$ cat src/rtl/cpu_types_pkg.sv
// Shared types for the memory arbiter and neighbouring bus logic.
//   word_t      : one machine word
//   ramstate_t  : status reported by the RAM each cycle
//   arb_state_t : arbiter FSM states
//   arb_kind_t  : kind of access latched for the current grant
//   idx_w()     : index width for N requesters, never below 1
package cpu_types_pkg;

  typedef logic [31:0] word_t;

  typedef enum logic [1:0] {
    FREE   = 2'd0,
    BUSY   = 2'd1,
    ACCESS = 2'd2,
    ERROR  = 2'd3
  } ramstate_t;

  typedef enum logic {
    IDLE  = 1'b0,
    GRANT = 1'b1
  } arb_state_t;

  typedef enum logic [1:0] {
    ARB_I  = 2'd0,
    ARB_DR = 2'd1,
    ARB_DW = 2'd2
  } arb_kind_t;

  function automatic int idx_w(input int n);
    return (n > 1) ? $clog2(n) : 1;
  endfunction

endpackage

$ cat src/rtl/mem_arbiter_rr_pick.sv
// Combinational round-robin picker: returns the first asserted request
// at or after i_ptr, wrapping modulo N.
//   i_req   : request vector, one bit per requester
//   i_ptr   : index with highest priority this cycle
//   o_idx   : winning index (0 when nothing is requested)
//   o_valid : at least one request is asserted
module rr_pick #(
  parameter int N  = 2,
  parameter int IW = 1
) (
  input  logic [N-1:0]  i_req,
  input  logic [IW-1:0] i_ptr,
  output logic [IW-1:0] o_idx,
  output logic          o_valid
);

  int w_slot;

  // Scan from the farthest slot back towards i_ptr so the closest
  // requester is the last one written and therefore wins.
  always_comb begin
    o_idx   = '0;
    o_valid = 1'b0;
    w_slot  = 0;
    for (int k = N - 1; k >= 0; k--) begin
      w_slot = (int'(i_ptr) + k) % N;
      if (i_req[IW'(w_slot)]) begin
        o_idx   = IW'(w_slot);
        o_valid = 1'b1;
      end
    end
  end

endmodule

$ cat src/rtl/mem_arbiter.sv
// Shared-RAM arbiter for CPUS cores. One request is granted at a time:
// round-robin across cores, data before instruction inside a core.
// The grant is held until the RAM reports ACCESS; the matching wait line
// drops and the load data is forwarded in that same cycle.
//
// Ports
//   CLK, nRST            : clock, synchronous active-low reset
//   iREN/iaddr           : per-core instruction fetch request / address
//   dREN/dWEN/daddr/dstore: per-core data read, write, address, store data
//   iwait/dwait          : per-core "not complete this cycle"
//   iload/dload          : per-core returned data, zero unless completing
//   ramREN/ramWEN        : RAM strobes, driven only from latched fields
//   ramaddr/ramstore     : RAM address / write data
//   ramload/ramstate     : RAM read data / RAM status
//
// state | meaning
// IDLE  | no grant; pick a winner and latch its request
// GRANT | latched request on the RAM port until ramstate == ACCESS
module mem_arbiter
  import cpu_types_pkg::*;
#(
  parameter int CPUS   = 2,
  parameter int WORD_W = 32
) (
  input  logic                         CLK,
  input  logic                         nRST,
  input  logic [CPUS-1:0]              iREN,
  input  logic [CPUS-1:0][WORD_W-1:0]  iaddr,
  input  logic [CPUS-1:0]              dREN,
  input  logic [CPUS-1:0]              dWEN,
  input  logic [CPUS-1:0][WORD_W-1:0]  daddr,
  input  logic [CPUS-1:0][WORD_W-1:0]  dstore,
  output logic [CPUS-1:0]              iwait,
  output logic [CPUS-1:0]              dwait,
  output logic [CPUS-1:0][WORD_W-1:0]  iload,
  output logic [CPUS-1:0][WORD_W-1:0]  dload,
  output logic                         ramREN,
  output logic                         ramWEN,
  output logic [WORD_W-1:0]            ramaddr,
  output logic [WORD_W-1:0]            ramstore,
  input  logic [WORD_W-1:0]            ramload,
  input  ramstate_t                    ramstate
);

  localparam int CW = idx_w(CPUS);

  arb_state_t        r_state,  w_state_nxt;
  logic [CW-1:0]     r_rr_ptr, w_rr_ptr_nxt;
  logic [CW-1:0]     r_core,   w_core_nxt;
  arb_kind_t         r_kind,   w_kind_nxt;
  logic [WORD_W-1:0] r_addr,   w_addr_nxt;
  logic [WORD_W-1:0] r_store,  w_store_nxt;

  logic [CPUS-1:0]   w_req;
  logic [CW-1:0]     w_pick_idx;
  logic              w_pick_valid;
  logic              w_done;
  logic              w_hit;

  assign w_req = iREN | dREN | dWEN;

  rr_pick #(
    .N  (CPUS),
    .IW (CW)
  ) u_rr_pick (
    .i_req   (w_req),
    .i_ptr   (r_rr_ptr),
    .o_idx   (w_pick_idx),
    .o_valid (w_pick_valid)
  );

  always_ff @(posedge CLK) begin
    if (!nRST) begin
      r_state  <= IDLE;
      r_rr_ptr <= '0;
      r_core   <= '0;
      r_kind   <= ARB_I;
      r_addr   <= '0;
      r_store  <= '0;
    end else begin
      r_state  <= w_state_nxt;
      r_rr_ptr <= w_rr_ptr_nxt;
      r_core   <= w_core_nxt;
      r_kind   <= w_kind_nxt;
      r_addr   <= w_addr_nxt;
      r_store  <= w_store_nxt;
    end
  end

  always_comb begin
    w_state_nxt  = r_state;
    w_rr_ptr_nxt = r_rr_ptr;
    w_core_nxt   = r_core;
    w_kind_nxt   = r_kind;
    w_addr_nxt   = r_addr;
    w_store_nxt  = r_store;
    ramREN       = 1'b0;
    ramWEN       = 1'b0;
    ramaddr      = '0;
    ramstore     = '0;
    w_done       = 1'b0;
    w_hit        = 1'b0;
    iwait        = iREN;
    dwait        = dREN | dWEN;
    iload        = '0;
    dload        = '0;

    case (r_state)
      IDLE: begin
        if (w_pick_valid) begin
          w_core_nxt  = w_pick_idx;
          w_store_nxt = dstore[w_pick_idx];
          // A simultaneous read and write is treated as a write.
          if (dWEN[w_pick_idx]) begin
            w_kind_nxt = ARB_DW;
            w_addr_nxt = daddr[w_pick_idx];
          end else if (dREN[w_pick_idx]) begin
            w_kind_nxt = ARB_DR;
            w_addr_nxt = daddr[w_pick_idx];
          end else begin
            w_kind_nxt = ARB_I;
            w_addr_nxt = iaddr[w_pick_idx];
          end
          w_state_nxt = GRANT;
        end
      end
      GRANT: begin
        // Strobes come from latched state only, so ramstate never
        // reaches them combinationally. ERROR simply keeps the grant.
        ramREN   = (r_kind != ARB_DW);
        ramWEN   = (r_kind == ARB_DW);
        ramaddr  = r_addr;
        ramstore = r_store;
        if (ramstate == ACCESS) begin
          // A reset arriving in the completion cycle abandons the grant.
          w_done       = nRST;
          w_state_nxt  = IDLE;
          w_rr_ptr_nxt = (r_core == CW'(CPUS - 1)) ? '0 : r_core + CW'(1);
        end
      end
      default: w_state_nxt = IDLE;
    endcase

    for (int c = 0; c < CPUS; c++) begin
      w_hit = w_done && (r_core == CW'(c));
      if (w_hit && (r_kind == ARB_I)) begin
        iwait[c] = 1'b0;
        iload[c] = ramload;
      end
      if (w_hit && (r_kind != ARB_I)) begin
        dwait[c] = 1'b0;
        dload[c] = ramload;
      end
    end
  end

endmodule

$ cat config.mk
export PLATFORM = sky130hd
export DESIGN_NAME = mem_arbiter
export DESIGN_NICKNAME = d
export VERILOG_FILES = /design/src/rtl/cpu_types_pkg.sv /design/src/rtl/mem_arbiter_rr_pick.sv /design/src/rtl/mem_arbiter.sv
export SDC_FILE = /design/constraint.sdc
export NUM_CORES = 1
export LEC_CHECK = 0
export ABC_AREA = 1
export BUFFER_PORTS_ARGS = -buffer_cell sky130_fd_sc_hd__buf_2
export CORE_AREA = 10 10 161 163
export CTS_BUF_LIST = sky130_fd_sc_hd__clkbuf_8
export CTS_CLUSTER_DIAMETER = 60
export DETAILED_ROUTE_END_ITERATION = 8
export DIE_AREA = 0 0 171 173
export GPL_ROUTABILITY_DRIVEN = 0
export PLACE_DENSITY_LB_ADDON = 0.12
export SYNTH_ARGS = -nofsm -noshare
export SYNTH_HDL_FRONTEND = slang
export SYNTH_HIERARCHICAL = 1
export SYNTH_SLANG_ARGS = --single-unit
$ cat constraint.sdc
create_clock -name CLK -period 1.3 [get_ports CLK]
set_input_delay 0.065 -clock CLK [delete_from_list [all_inputs] [get_ports CLK]]
set_output_delay 0.065 -clock CLK [all_outputs]
set_load 0.05 [all_outputs]
======== Yosys cells after proc, flatten, opt, wreduce, memory -nomap -nowiden ========
Index checks and enable logic that the tools add are counted.
word-level totals
  word-level logic and storage cells ...... 69
  register bits after elaboration ......... 69
  input bits .............................. 234
cells by class
  add/sub/neg operators ................... 2
  bitwise gates (word level) .............. 5
  reductions and logical operators ........ 10
  order comparisons ....................... 3
  equal/unequal tests ..................... 3
  mux-type cells .......................... 40
operator list
  kind                   count
  $mux W32               14
  $mux W1                24
  $logic_and A1 B1 Y1    6
  $lt A1 B3 Y1 const B   2
  $eq A2 B2 Y1 const B   2
  $reduce_and A2 Y1      2
  $add A1 B1 Y1 const B  2
  $logic_not A2 Y1       1
  $lt A1 B2 Y1 const B   1
  $mux W2                1
  $ne A2 B2 Y1 const B   1
  $not A1 Y1             2
  $or A1 B1 Y1           2
  $or A2 B2 Y2           1
  $pmux W1 S2            1
  $reduce_bool A2 Y1     1

======== Logic depth before layout (Yosys ltp) ========
  depth in word-level cells ............... 10
  gate-level depth with buffers ........... 13
  mapped depth without buffers ............ 11

======== Hierarchy ========
Netlist, hierarchy kept.
by module, submodules not included
  module       area each (um^2)  cells each  seq. area each (um^2)  instances
  mem_arbiter  5421.4            1054        1381.3                 1
  rr_pick      15.0              3           0.0                    1

======== Worst setup path after synthesis ========
No wires, ideal clock.
  path kind ............................... reg-to-output
  from .................................... reg r_state
  to ...................................... out dload[33] in the netlist's numbering
  data required time ...................... 1235 ps
  slack ................................... -494 ps
  stages on the path, launching flop included .. 8
  arrival time ............................ 1729 ps
  path buffers ............................ 1
  cells stage by stage .................... dfxtp_1 > inv_2 > nor2_1 > nand2_1 > nor3_2 > nand2_1 > buf_2 > nor2_1
RTL lines
  element                   line               RTL
  start: declaration        mem_arbiter.sv:47  arb_state_t r_state, w_state_nxt;
  start signal: assignment  mem_arbiter.sv:81  r_state <= w_state_nxt;
  end: declaration          mem_arbiter.sv:36  output logic [CPUS-1:0][WORD_W-1:0] dload,

==> metrics.md <==
| Metric | Value |
|---|---|
| Final period util | `147.7%` |
| Final #Nets | `between 1.5k and 2k` |
| M1 GR Usage | `between 10% and 20%` |
| Final Hold Vio Count | `0` |
| Layout cell share with drive strength beyond 1 | `61.86%` |
| CP Max Fanout | `5` |
| DR pass1 iterations | `5` |
| Total Routing Usage GR | `18.67%` |
| Worst-margin pin slew | `between 0.9 and 1 ns` |
| Final critical-path setup slack | `-0.6205 ns` |
| Slowest cell delay on critical path | `0.34 ns` |
| Peak supply drop | `about 0.39 mV` |
| Most common cell after layout, fill and taps aside | `buf_2` |
| RSZ-0062 raised after global routing | `true` |
| Die area | `29580 sq um` |
| CTS buffer count | `9` |
| Endpoints failing setup | `260` |
| Routed Antenna Nets | `0` |
| Placed Instances | `roughly 1.8k` |
| Flop-to-flop setup slack | `-0.21 ns` |
| Clk sinks | `69` |
| Worst-path clk slew | `around 0.080 ns` |
| Area growth from synthesis to layout | `155.8%` |
| FMAX | `0.5207 GHz` |
| Relative slew slack | `around a third` |
| Crit path arrival time | `1.86 ns` |
| Worst r2r src | `r_rr_ptr$_SDFFE_PN0P_` |
| Hold slack | `around 0.011 ns` |
| CTS tree | `done` |
| Mapped Cells | `approximately 1.1k` |
| Setup total negative slack | `-104.34 ns` |
| Status | `complete, but fails checks` |
| R2R depth | `10` |
| I/O Pins | `around 430` |
| Largest net degree at the start of global routing | `67` |
| Family with the most delay on the worst path | `simple AND/OR/NAND/NOR gates` |
| CP Depth | `9` |
| Initial antenna violation count | `5` |
| Port bufs | `431` |
| Via density | `approximately 4.5` |
| Mapped Area | `around 5400 sq um` |
| Yosys warnings | `6` |
| Clk_lat worst skew | `between 0.3 and 0.4 ns` |
| Hold crit path type | `primary input to flop` |
| Max cap viols | `0` |
| Crit path launch | `r_state$_SDFF_PN0_` |
| Std cell rows | `55` |
| Post-layout util | `61.56%` |
| Core area | `roughly 23000 sq um` |
| Slowest cell on the critical path | `dfxtp_2` |
| Root buffer cell | `clkbuf_8` |
| Setup crit start kind | `flop` |
| Fin cells | `between 1.5k and 2k` |
| CTS max path bufs | `2` |
| Max Clock Skew | `~0.012 ns` |
| GR met3 Demand/Resource | `4.783%` |
| Static Leak | `roughly 0.0065 uW` |
| First-pass GRT wire length | `44470 microns` |
| FF-to-FF End | `r_addr[2]$_SDFFE_PN0P_` |
| Residual DRC | `0` |
| Critical path endpoint category | `primary output` |
| Routed len/inst | `18.83 microns` |
| Most frequent cells in the layout | `buf_2 (277), nand2_1 (247), nor2_4 (160)` |
| Wirelength, routed | `between 30000 and 40000 microns` |
| Syn_nets | `1290` |
| Die X | `171 microns` |
| CP endpoint | `dload[9]` |
| Critical path required time | `about 1.2 ns` |
| Critical-path cell list | `inv_2 -> nor2_2 -> nand2_2 -> nor3_4 -> nand2_4 -> buf_12 -> clkbuf_16 -> nor2_4 -> buf_8` |
| Failing checks | `setup timing` |
| DP HPWL | `around 23000 microns` |
| H-tree depth | `3` |
| Die Span Y | `around 170 microns` |
| Tmin final | `1.921 ns` |
| Crit Path Class | `flop to primary output` |
| M2 GR Usage | `35.33%` |
| Most Crowded Layer GR | `met2` |
| Via count | `roughly 8.4k` |
| Vias in the first global route | `just under 8k` |
| Syn avg cell area | `5.143 sq um` |
| Pins Over Slew Limit | `0` |
| Initial core utilization | `24.06%` |
| Power Density | `approximately 580 nW/um^2` |
| 1st-iter DRT viols | `~480` |
| Worst path bufs/invs | `4` |
| Congestion Overflow GR | `0` |
worst min path at each step:
stage | end | cells after the start | start | slack, ns
6_report | r_store[21]$_SDFFE_PN0P_ | 3 | dstore[53] | 0.01
5_1_grt | r_store[0]$_SDFFE_PN0P_ | 3 | dstore[32] | 0.004
4_1_cts | r_store[21]$_SDFFE_PN0P_ | 3 | dstore[53] | 0.003
3_5_place_dp | r_core$_SDFFE_PN0P_ | 3 | nRST | 0.35
3_3_place_gp | r_store[31]$_SDFFE_PN0P_ | 3 | dstore[63] | 0.35
2_1_floorplan | r_state$_SDFF_PN0_ | 2 | nRST | 0.20
registers in the layout, summed over array words and instances (netlist names):
signal / count
r_store: 32
r_addr: 32
r_state: 1
r_kind: 2
r_rr_ptr: 1
r_core: 1
through the flow:
step	worst slack, ns	area [sq um]	total power (uW)
after floorplan	-0.2152	6693	4160
after global routing	-0.7297	13890	8465
after global placement	-0.3269	9821	5243
final	-0.6205	13890	8041
after CTS	-0.6256	11250	7024
after detailed placement	-0.3338	9821	5258
where the power goes:
group          total (uW)  switching [uW]  internal (uW)
Sequential           2400            93.9           2300
Clock                1630             933            697
Combinational        4010            2350           1670
Total                8040            3380           4670
what timing repair did:
item,CTS,global route
gates resized for setup,278,472
pin swaps,2,136
endpoints found under the hold margin,23,0
buffers inserted,5,21
gates cloned,4,33
setup endpoints to repair,263,265
hold buffers,22,0
metal layers:
layer | wire [microns] | share of wire, %
met1 | 13240 | 38
met2 | 18620 | 53
met3 | 2266 | 6.5
met4 | 713 | 2.0
met5 | 0 | 0
tightest hold or removal path: stages:
cell and delay, ns:
buf_2 0.08, o21ai_1 0.06, a21oi_1 0.14
area by class of cell:
cell class	instances	area, sq um
timing repair buffer	559	5737
antenna	5	12.51
clock buffer	9	123.9
fill	1955	8677
tap	285	356.6
inverter	207	1003
multi-input combinational	709	5226
sequential	69	1384
clock inverter	7	51.30
No activity file was read; power rests on OpenSTA's default activity.
